**src/rtl/if_stage_pkg.sv**
```systemverilog
// rtl/if_stage_pkg.sv - shared widths, reset constants and fetch state encoding for the IF stage
package if_stage_pkg;

    localparam int BUS_64 = 64;
    localparam int BUS_32 = 32;

    localparam logic [BUS_64-1:0] RESET_PC_DEFAULT = 64'h0000_0000_8000_0000;
    localparam logic [BUS_32-1:0] INST_NOP_DEFAULT = 32'h0000_0013;

    typedef enum logic [1:0] {
        ST_IDLE = 2'd0,
        ST_REQ  = 2'd1,
        ST_WAIT = 2'd2,
        ST_OUT  = 2'd3
    } fetch_state_t;

endpackage

```
**src/rtl/if_pc_reg.sv**
```systemverilog
// rtl/if_pc_reg.sv - fetch PC / previous PC register with redirect-first next-PC selection
//
// Ports:
//   clk, rst          clock, synchronous active-high reset
//   redirect          load redirect_pc (low two bits cleared); wins over advance
//   redirect_pc       redirect target
//   advance           step pc by 4 and copy the old pc into pc_old
//   pc, pc_old        current fetch PC, PC of the last handed-off instruction
//   pc_pred           pc + 4 (combinational)
module if_pc_reg
    import if_stage_pkg::*;
#(
    parameter logic [BUS_64-1:0] RESET_PC = RESET_PC_DEFAULT
) (
    input  logic              clk,
    input  logic              rst,
    input  logic              redirect,
    input  logic [BUS_64-1:0] redirect_pc,
    input  logic              advance,
    output logic [BUS_64-1:0] pc,
    output logic [BUS_64-1:0] pc_old,
    output logic [BUS_64-1:0] pc_pred
);

    assign pc_pred = pc + 64'd4;

    always_ff @(posedge clk) begin
        if (rst) begin
            pc     <= RESET_PC;
            pc_old <= '0;
        end else if (redirect) begin
            // pc_old deliberately untouched: a redirect is not a hand-off
            pc <= redirect_pc & ~64'd3;
        end else if (advance) begin
            pc_old <= pc;
            pc     <= pc_pred;
        end
    end

endmodule

```
**src/rtl/if_stage.sv**
```systemverilog
// rtl/if_stage.sv - instruction fetch stage: one outstanding 64-bit bus read, one held instruction
//
// Ports:
//   clk, rst                      clock, synchronous active-high reset
//   o_if_fetched_req / i_if_fetched_ack   instruction handshake toward decode
//   o_if_pc, o_if_inst, o_if_pc_old, o_if_pc_pred   presented instruction info
//   i_if_redirect, i_if_redirect_pc       redirect pulse and target
//   o_if_bus_req, i_if_bus_gnt, o_if_bus_addr     read request channel
//   i_if_bus_rvalid, i_if_bus_rdata       read response channel
module if_stage
    import if_stage_pkg::*;
#(
    parameter logic [BUS_64-1:0] RESET_PC = RESET_PC_DEFAULT,
    parameter logic [BUS_32-1:0] INST_NOP = INST_NOP_DEFAULT
) (
    input  logic              clk,
    input  logic              rst,
    output logic              o_if_fetched_req,
    input  logic              i_if_fetched_ack,
    output logic [BUS_64-1:0] o_if_pc,
    output logic [BUS_32-1:0] o_if_inst,
    output logic [BUS_64-1:0] o_if_pc_old,
    output logic [BUS_64-1:0] o_if_pc_pred,
    input  logic              i_if_redirect,
    input  logic [BUS_64-1:0] i_if_redirect_pc,
    output logic              o_if_bus_req,
    input  logic              i_if_bus_gnt,
    output logic [BUS_64-1:0] o_if_bus_addr,
    input  logic              i_if_bus_rvalid,
    input  logic [BUS_64-1:0] i_if_bus_rdata
);

    fetch_state_t      state, state_n;
    logic              discard, discard_n;
    logic [BUS_32-1:0] inst_q;
    logic              inst_load;
    logic              advance;

    if_pc_reg #(
        .RESET_PC (RESET_PC)
    ) u_pc_reg (
        .clk         (clk),
        .rst         (rst),
        .redirect    (i_if_redirect),
        .redirect_pc (i_if_redirect_pc),
        .advance     (advance),
        .pc          (o_if_pc),
        .pc_old      (o_if_pc_old),
        .pc_pred     (o_if_pc_pred)
    );

    always_ff @(posedge clk) begin
        if (rst) begin
            state   <= ST_IDLE;
            discard <= 1'b0;
            inst_q  <= INST_NOP;
        end else begin
            state   <= state_n;
            discard <= discard_n;
            if (inst_load) begin
                inst_q <= o_if_pc[2] ? i_if_bus_rdata[63:32] : i_if_bus_rdata[31:0];
            end
        end
    end

    always_comb begin
        state_n   = state;
        discard_n = discard;
        inst_load = 1'b0;
        advance   = 1'b0;
        case (state)
            ST_IDLE: state_n = ST_REQ;
            ST_REQ: begin
                if (i_if_bus_gnt) begin
                    state_n = ST_WAIT;
                    // the granted read targets the old pc; its response must be swallowed
                    if (i_if_redirect) discard_n = 1'b1;
                end
            end
            ST_WAIT: begin
                if (i_if_bus_rvalid) begin
                    // a response arriving together with a redirect is stale as well
                    discard_n = 1'b0;
                    if (discard || i_if_redirect) begin
                        state_n = ST_REQ;
                    end else begin
                        inst_load = 1'b1;
                        state_n   = ST_OUT;
                    end
                end else if (i_if_redirect) begin
                    discard_n = 1'b1;
                end
            end
            ST_OUT: begin
                if (i_if_redirect) begin
                    state_n = ST_REQ;
                end else if (i_if_fetched_ack) begin
                    advance = 1'b1;
                    state_n = ST_REQ;
                end
            end
            default: state_n = ST_IDLE;
        endcase
    end

    assign o_if_fetched_req = (state == ST_OUT);
    assign o_if_bus_req     = (state == ST_REQ);
    assign o_if_bus_addr    = o_if_pc & ~64'd7;
    assign o_if_inst        = (state == ST_OUT) ? inst_q : INST_NOP;

endmodule

```
**config.mk**
```make
export PLATFORM = sky130hd
export DESIGN_NAME = if_stage
export DESIGN_NICKNAME = d
export VERILOG_FILES = /design/src/rtl/if_stage_pkg.sv /design/src/rtl/if_pc_reg.sv /design/src/rtl/if_stage.sv
export SDC_FILE = /design/constraint.sdc
export NUM_CORES = 1
export LEC_CHECK = 0
export CAP_MARGIN = 20
export CORE_AREA = 3 3 165 167
export CTS_BUF_LIST = sky130_fd_sc_hd__clkbuf_4 sky130_fd_sc_hd__clkbuf_8
export DETAILED_ROUTE_END_ITERATION = 10
export DIE_AREA = 0 0 168 170
export PLACE_DENSITY = 0.78
export SLEW_MARGIN = 20
export SYNTH_ARGS = -nofsm -noshare
export SYNTH_HDL_FRONTEND = slang
export SYNTH_SLANG_ARGS = --single-unit
export TNS_END_PERCENT = 10
```
**constraint.sdc**
```tcl
create_clock -name clk -period 3 [get_ports clk]
set_input_delay 0.9 -clock clk [delete_from_list [all_inputs] [get_ports clk]]
set_output_delay 0.9 -clock clk [all_outputs]
set_load 0.02 [all_outputs]
```
==> reports/metrics.csv, run 1 <==
metric;value;unit
Setup CP Type;reg -> out;
via count;10900;
Post-Synth XOR/XNOR Area;6.83;%
Critical Path Source Type;flip-flop;
CP Buf/Inv Count;2;
slowest CP cell;or4_4;
number of I/O pins;424;
DRC violations left;0;
measured slew at the worst slew-check pin;1180;ps
post-route clock period utilization;114;%
starting density of the core;36.6;%
Final Routed Wirelength;37900;um
ANT nets after route;0;
max frequency;293;MHz
1st-iter DRT viols;762;
setup_tns;-6810;ps
root buf cell;clkbuf_8;
Avg WL per Cell;18.8;um
Crit Path Max Fanout;4;
largest family of logic cells by synthesized area;simple AND/OR/NAND/NOR gates;
RSZ-0062 raised after global routing;true;
FF+latch count, synth;159;
Slew HR;20.7;%
Cell Rows;59;
TritonCTS Buffers;17;
placed instance count;1971;
Power Density;345;mW/mm2
Via density;5.40;
Overflow after GRT;0;
first-pass GRT wire length;57400;um
placed wire-length estimate;27800;um
worst r2r dst;u_pc_reg.pc[59];
PortBufs;412;
Synth Area per Inst;7.74;um2
Core Util, Final;59.9;%
Syn Std Cell Area;0.00949;mm2
cells after synthesis;1226;
# diodes;0;
worst-path cell chain;nand4_1 -> or4_4 -> buf_6 -> or4_4 -> nor2_4 -> xor2_2 -> buf_6;
Chip Height;170;um
R2R Path Start;state[0];
Post-synth ARST share;0;%
global-route total usage across every layer;25.0;%
critical path arrival;2520;ps
status;finished, violations left;
Die ar.;0.0286;mm2
Crit. Startpoint;u_pc_reg.pc[43];
Compound-Gate Fraction of Synth Area;15.2;%
Clock Sinks;159;
PnR worst setup slack;-418;ps
Final min period;3420;ps
clk_lat worst skew;470;ps
Max Root-Sink Buffers;2;
RD Place Congestion;0.858;
setup slack, reg-to-reg;520;ps
CTS tree;done;
vias in the first global route;10500;
largest net degree at the start of global routing;162;
Final Instance Area;0.0155;mm2
P&R area growth vs syn;63.6;%
mux cell area share after synthesis;3.71;%
sequential share of the synthesized area;33.6;%
required time of the worst setup path;2100;ps
yosys warns;0;
crit-path leading delay family;simple AND/OR/NAND/NOR gates;
Worst-path clk slew;110;ps
Pleak;0.00623;uW
Final Setup Violations;38;
Critical Path Stages;7;
share of cells above drive strength 1;23.7;%
Max VDD drop;0.190;mV
H-tree Lvls;4;
Setup crit end;o_if_pc_pred[54];
post-synthesis simple-gate area fraction;27.5;%
Distinct cells, synth;64;
Post-Synth Adder-Cell Area;0.528;%
Setup crit end kind;output pin;
Min-Delay Path Depth;2;
Max Slew Vio Count;0;
failing checks;negative setup slack;
r2r worst-path depth;7;
TritonRoute pass-1 iters;5;
placed cell area;0.0146;mm2
Final nets;1812;
Die X;168;um
initial antenna violation count;0;
final hold vios;0;
number of synthesized flops with an enable pin;0;
CORE AREA;0.0259;mm2
ys flop type;dfxtp_1;
Post-Layout Cell Count;2020;
crit-path max cell delay;540;ps
max-cap viol count;0;
Hold WC Path Type;reg -> reg;
clk_skew;22.2;ps
[layout by cell type, fill, tap and decap left out, types with 6 or more instances in the layout]
cell | netlist | final
nor2_4 | 0 | 9
nor4_4 | 0 | 12
nand3_1 | 36 | 29
dfxtp_1 | 159 | 124
nor4b_1 | 7 | 6
nor3_2 | 1 | 6
buf_4 | 74 | 215
dlymetal6s2s_1 | 0 | 7
xor2_1 | 47 | 39
dlygate4sd2_1 | 0 | 27
o31ai_1 | 7 | 7
buf_12 | 0 | 6
a311oi_1 | 12 | 12
a211oi_1 | 39 | 39
a21oi_1 | 87 | 87
nor3_1 | 26 | 13
xnor2_1 | 27 | 21
nor2_1 | 103 | 90
nand4_1 | 38 | 38
or3_1 | 15 | 13
and2_1 | 37 | 35
nor4_1 | 19 | 9
dfxtp_2 | 0 | 30
buf_6 | 3 | 22
or4_1 | 12 | 12
xor2_2 | 0 | 8
and3_1 | 11 | 8
a31oi_1 | 8 | 8
conb_1 | 1 | 9
and4_1 | 9 | 9
clkbuf_8 | 9 | 17
clkdlybuf4s50_1 | 0 | 322
o21ai_0 | 16 | 16
nor3b_1 | 6 | 6
nand2_1 | 184 | 183
inv_1 | 22 | 21
nor3_4 | 0 | 8
mux2i_1 | 34 | 34
[how the worst min path moves through the flow]
stage,end,from
final,u_pc_reg.pc_old[52],u_pc_reg.pc_old[52]
after global routing,u_pc_reg.pc_old[10],u_pc_reg.pc_old[10]
after CTS,u_pc_reg.pc_old[61],u_pc_reg.pc_old[61]
after detailed placement,u_pc_reg.pc_old[61],u_pc_reg.pc_old[61]
after global placement,inst_q[0],inst_q[0]
after floorplan,inst_q[0],inst_q[0]
[routing by layer]
layer | track usage, % | routed length [um] | share of wire [%]
met5 | 0 | 0 | 0
met4 | 8.93 | 1130 | 3.0
met3 | 6.02 | 3260 | 8.6
met2 | 45.0 | 19200 | 51
met1 | 28.8 | 14300 | 38
[worst reg2reg max path: cells and delay by family (launching register included)]
family / cells / cell delay, ps
compound gates: 1 / 280
fa+ha+maj: 1 / 220
buf+inv: 1 / 210
flops: 1 / 400
simple gates: 4 / 1290
[logic make-up (layout without fill, tap and decap cells)]
family / after synthesis / count (layout)
AOI/OAI and AO/OA: 219 / 219
DFF: 159 / 159
buffers and inverters: 209 / 660
and+or+nand+nor: 525 / 525
xor gates and xnor gates: 74 / 74
muxes: 35 / 35
adders and majority gates: 4 / 4
other: 1 / 9
[layout make-up]
class | instances | area [um2]
Timing Repair Buffer | 608 | 5590
Clock buffer | 18 | 241
Multi-Input combinational cell | 866 | 5760
Sequential cell | 159 | 3240
Tap cell | 335 | 419
Fill cell | 2200 | 10400
Clock inverter | 12 | 185
Inverter | 22 | 82.6
[synth_stat cells (4+ instances only)]
library cell / count / area, um2
a2111oi_0: 4 / 35.0
a211oi_1: 39 / 293
a21oi_1: 87 / 435
a311oi_1: 12 / 105
a31oi_1: 8 / 50.1
and2_1: 37 / 231
and3_1: 11 / 68.8
and4_1: 9 / 78.8
buf_1: 9 / 33.8
buf_2: 13 / 65.1
buf_4: 74 / 556
clkbuf_1: 75 / 282
clkbuf_2: 4 / 20.0
clkbuf_8: 9 / 124
dfxtp_1: 159 / 3180
ha_1: 4 / 50.1
inv_1: 22 / 82.6
mux2i_1: 34 / 340
nand2_1: 184 / 691
nand2b_1: 4 / 25.0
nand3_1: 36 / 180
nand4_1: 38 / 238
nor2_1: 103 / 387
nor3_1: 26 / 130
nor3b_1: 6 / 45.0
nor4_1: 19 / 119
nor4b_1: 7 / 61.3
o211ai_1: 5 / 37.5
o21a_1: 5 / 37.5
o21ai_0: 16 / 80.1
o311ai_0: 5 / 43.8
o31ai_1: 7 / 52.6
or3_1: 15 / 93.8
or4_1: 12 / 90.1
xnor2_1: 27 / 236
xor2_1: 47 / 412
[per-stage QoR]
stage	setup slack, ps	total power (uW)	hold slack, ps
after global routing	-537	5530	479
after global placement	-428	3530	434
after floorplan	-63.9	2960	426
after CTS	-460	5360	459
after detailed placement	-433	3550	445
final	-418	5350	457
[report_power, final]
part	leakage (uW)	internal (uW)	switching [uW]
Combinational	0.00471	608	674
Sequential	0.00131	2180	49.3
Clock	0.000210	919	921
[flip-flops by register name (all words and copies together) (netlist names)]
signal,flops
discard,1
inst_q,32
state,2
u_pc_reg.pc,62
u_pc_reg.pc_old,62
[timing repair]
| action | in CTS | in global routing |
|---|---|---|
| endpoints found under the setup margin | 83 | 64 |
| pin swaps | 35 | 22 |
| cloned | 1 | 0 |
| setup buffers | 9 | 11 |
| hold buffers | 0 | 0 |
| gates resized for setup | 322 | 73 |
No activity file was read; power rests on OpenSTA's default activity.
==> inputs of run 2 (changes only) <==
Settings changed: CORE_AREA 3 3 165 167 to 3 3 164 166, DIE_AREA 0 0 168 170 to 0 0 167 169, PLACE_DENSITY 0.78 to 0.76.
Clock period 3 ns to 4.2 ns, I/O delays scaled along.
==> reports/metrics.csv, run 2 (synthesized netlist as in run 1, its figures left out) <==
metric;value;unit;change
Worst-path clk slew;100;ps;about the same
ANT nets after route;0;;unchanged
Final nets;1697;;-6.3%
max-cap viol count;0;;unchanged
Max Slew Vio Count;0;;unchanged
# diodes;0;;unchanged
TritonRoute pass-1 iters;5;;unchanged
TritonCTS Buffers;17;;unchanged
Post-CTS Hold Fix Bufs;0;;unchanged
placed instance count;1875;;-4.9%
Die ar.;0.0282;mm2;-1.2%
most frequent cells in the layout;375 x clkdlybuf4s50_1, 183 x nand2_1, 153 x dfxtp_1;;
measured slew at the worst slew-check pin;920;ps;-264 ps
Flop pwr share;43.5;%;+1.9 points
logic gate share of total power;23.2;%;-0.8 points
number of I/O pins;424;;unchanged
largest net degree at the start of global routing;69;;-57%
Final Instance Area;0.0141;mm2;-9.2%
Overflow after GRT;0;;unchanged
Cell Rows;59;;unchanged
Critical Path Source Type;flip-flop;;
Chip Height;169;um;-0.59%
share of cells above drive strength 1;10.3;%;-13 points
Setup CP Type;reg -> out;;
power share of the clock group;33.3;%;-1.1 points
Clock Sinks;159;;unchanged
required time of the worst setup path;2940;ps;+840 ps
Pleak;0.00515;uW;-17%
Reg area;0.00319;mm2;-1.5%
Via density;5.44;;+0.70%
CTS tree;done;;
Die X;167;um;-0.60%
Slew HR;38.6;%;+18 points
post-route clock period utilization;98.8;%;
Final Setup Violations;0;;-100%
Final min period;4150;ps;
Multi-input gate area;0.00526;mm2;-8.7%
Post-Layout Cell Count;1907;;-5.6%
Final Routed Wirelength;36000;um;-5.2%
Hold WC Path Type;reg -> reg;;
total power;3690;uW;-31%
global-route total usage across every layer;24.2;%;-0.73 points
Setup crit end kind;output pin;;
1st-iter DRT viols;706;;-7.3%
CORE AREA;0.0258;mm2;-0.57%
via count;10400;;-4.9%
crit-path max cell delay;640;ps;+100 ps
commonest non-fill, non-tap cell in the layout;clkdlybuf4s50_1;;
Max VDD drop;0.153;mV;-19%
H-tree Lvls;4;;unchanged
status;completed;;
Avg WL per Cell;18.9;um;+0.43%
Sw Share;32.5;%;+1.7 points
starting density of the core;36.8;%;+0.21 points
critical path arrival;2890;ps;+370 ps
max frequency;241;MHz;
vias in the first global route;9962;;-5.0%
RSZ-0062 raised after global routing;true;;
Max Root-Sink Buffers;2;;unchanged
worst-path cell chain;buf_4 -> nand4_1 -> nor3_2 -> buf_4 -> nand2_1 -> nor2_1 -> xor2_1 -> clkdlybuf4s50_1;;
first-pass GRT wire length;55200;um;-3.8%
RD Place Congestion;0.860;;+0.15%
placed wire-length estimate;26600;um;-4.4%
Power Density;261;mW/mm2;-24%
placed cell area;0.0136;mm2;-6.8%
Largest regs;u_pc_reg.pc x62, u_pc_reg.pc_old x62, inst_q x32;;
filler cell count;2429;;+10%
Crit Path Max Fanout;7;;+3
P&R area growth vs syn;48.6;%;
Int Pwr;2490;uW;-33%
final hold vios;0;;unchanged
initial antenna violation count;0;;unchanged
PortBufs;412;;unchanged
DRC violations left;0;;unchanged
clk_lat worst skew;470;ps;about the same
cell mode on critical path;buf_4;;
root buf cell;clkbuf_8;;
slowest CP cell;clkdlybuf4s50_1;;
clk_skew;17.4;ps;-4.82 ps
Net Sw Power;1200;uW;-27%
[run 2: cell count changes in the layout (fill, tap and decap cells not counted), moves of 11 or more]
cell,delta
clkdlybuf4s50_1,+53
nor2_1,+11
dlygate4sd2_1,-12
dfxtp_1,+29
buf_4,-135
dfxtp_2,-24
buf_6,-21
[run 2: worst max-delay path, delay by kind of cell, from the launching register on]
family                 cells  cell delay [ps]
XOR/XNOR                   1              220
buffers and inverters      3             1010
AND/OR/NAND/NOR            4              740
flip-flops                 1              440
[run 2: stage by stage]
step	worst slack, ps	hold slack [ps]	TNS (ps)	util, %
6_report	50.5	458	0	54.7
3_3_place_gp	206	433	0	52.7
3_5_place_dp	155	440	0	52.7
5_1_grt	-127	473	-504	54.7
4_1_cts	-154	460	-538	54.4
2_1_floorplan	483	426	0	-
[run 2: final timing paths]
path / startpoint / to / slack, ps / cells after the start
max: u_pc_reg.pc[3] / o_if_pc_pred[33] / 50 / 8
max reg2reg: state[1] / u_pc_reg.pc[61] / 1480 / 7
min: u_pc_reg.pc_old[32] / u_pc_reg.pc_old[32] / 460 / 2
min reg2reg: u_pc_reg.pc_old[32] / u_pc_reg.pc_old[32] / 460 / 2
[run 2: what timing repair did]
item,CTS,global route
setup endpoints to repair,36,34
resized for setup,41,32
pin swaps,0,2
buffers inserted,0,0
[run 2: power by group through the flow]
stage          logic [uW]  clock network (uW)  registers [uW]
2_1_floorplan         416                   0            1680
5_1_grt               903                1310            1610
3_5_place_dp          863                   0            1630
6_report              855                1230            1600
4_1_cts               857                1240            1600
3_3_place_gp          856                   0            1630
[run 2: per-layer routing]
metal  GRT usage (%)  vias to the layer above  wire length [um]
li1                -                     4876                 -
met1            29.1                     4893             14200
met2            42.7                      529             17900
met3            5.70                       72              2920
met4            7.96                        0               996
met5               0                        -                 0
[run 2: cell type report]
class,count,area share (%)
Timing Repair Buffer,493,33.6
Tap cell,335,2.97
Inverter,22,0.586
Sequential cell,159,22.6
Clock buffer,19,1.85
Multi-Input combinational cell,866,37.3
Clock inverter,13,1.00
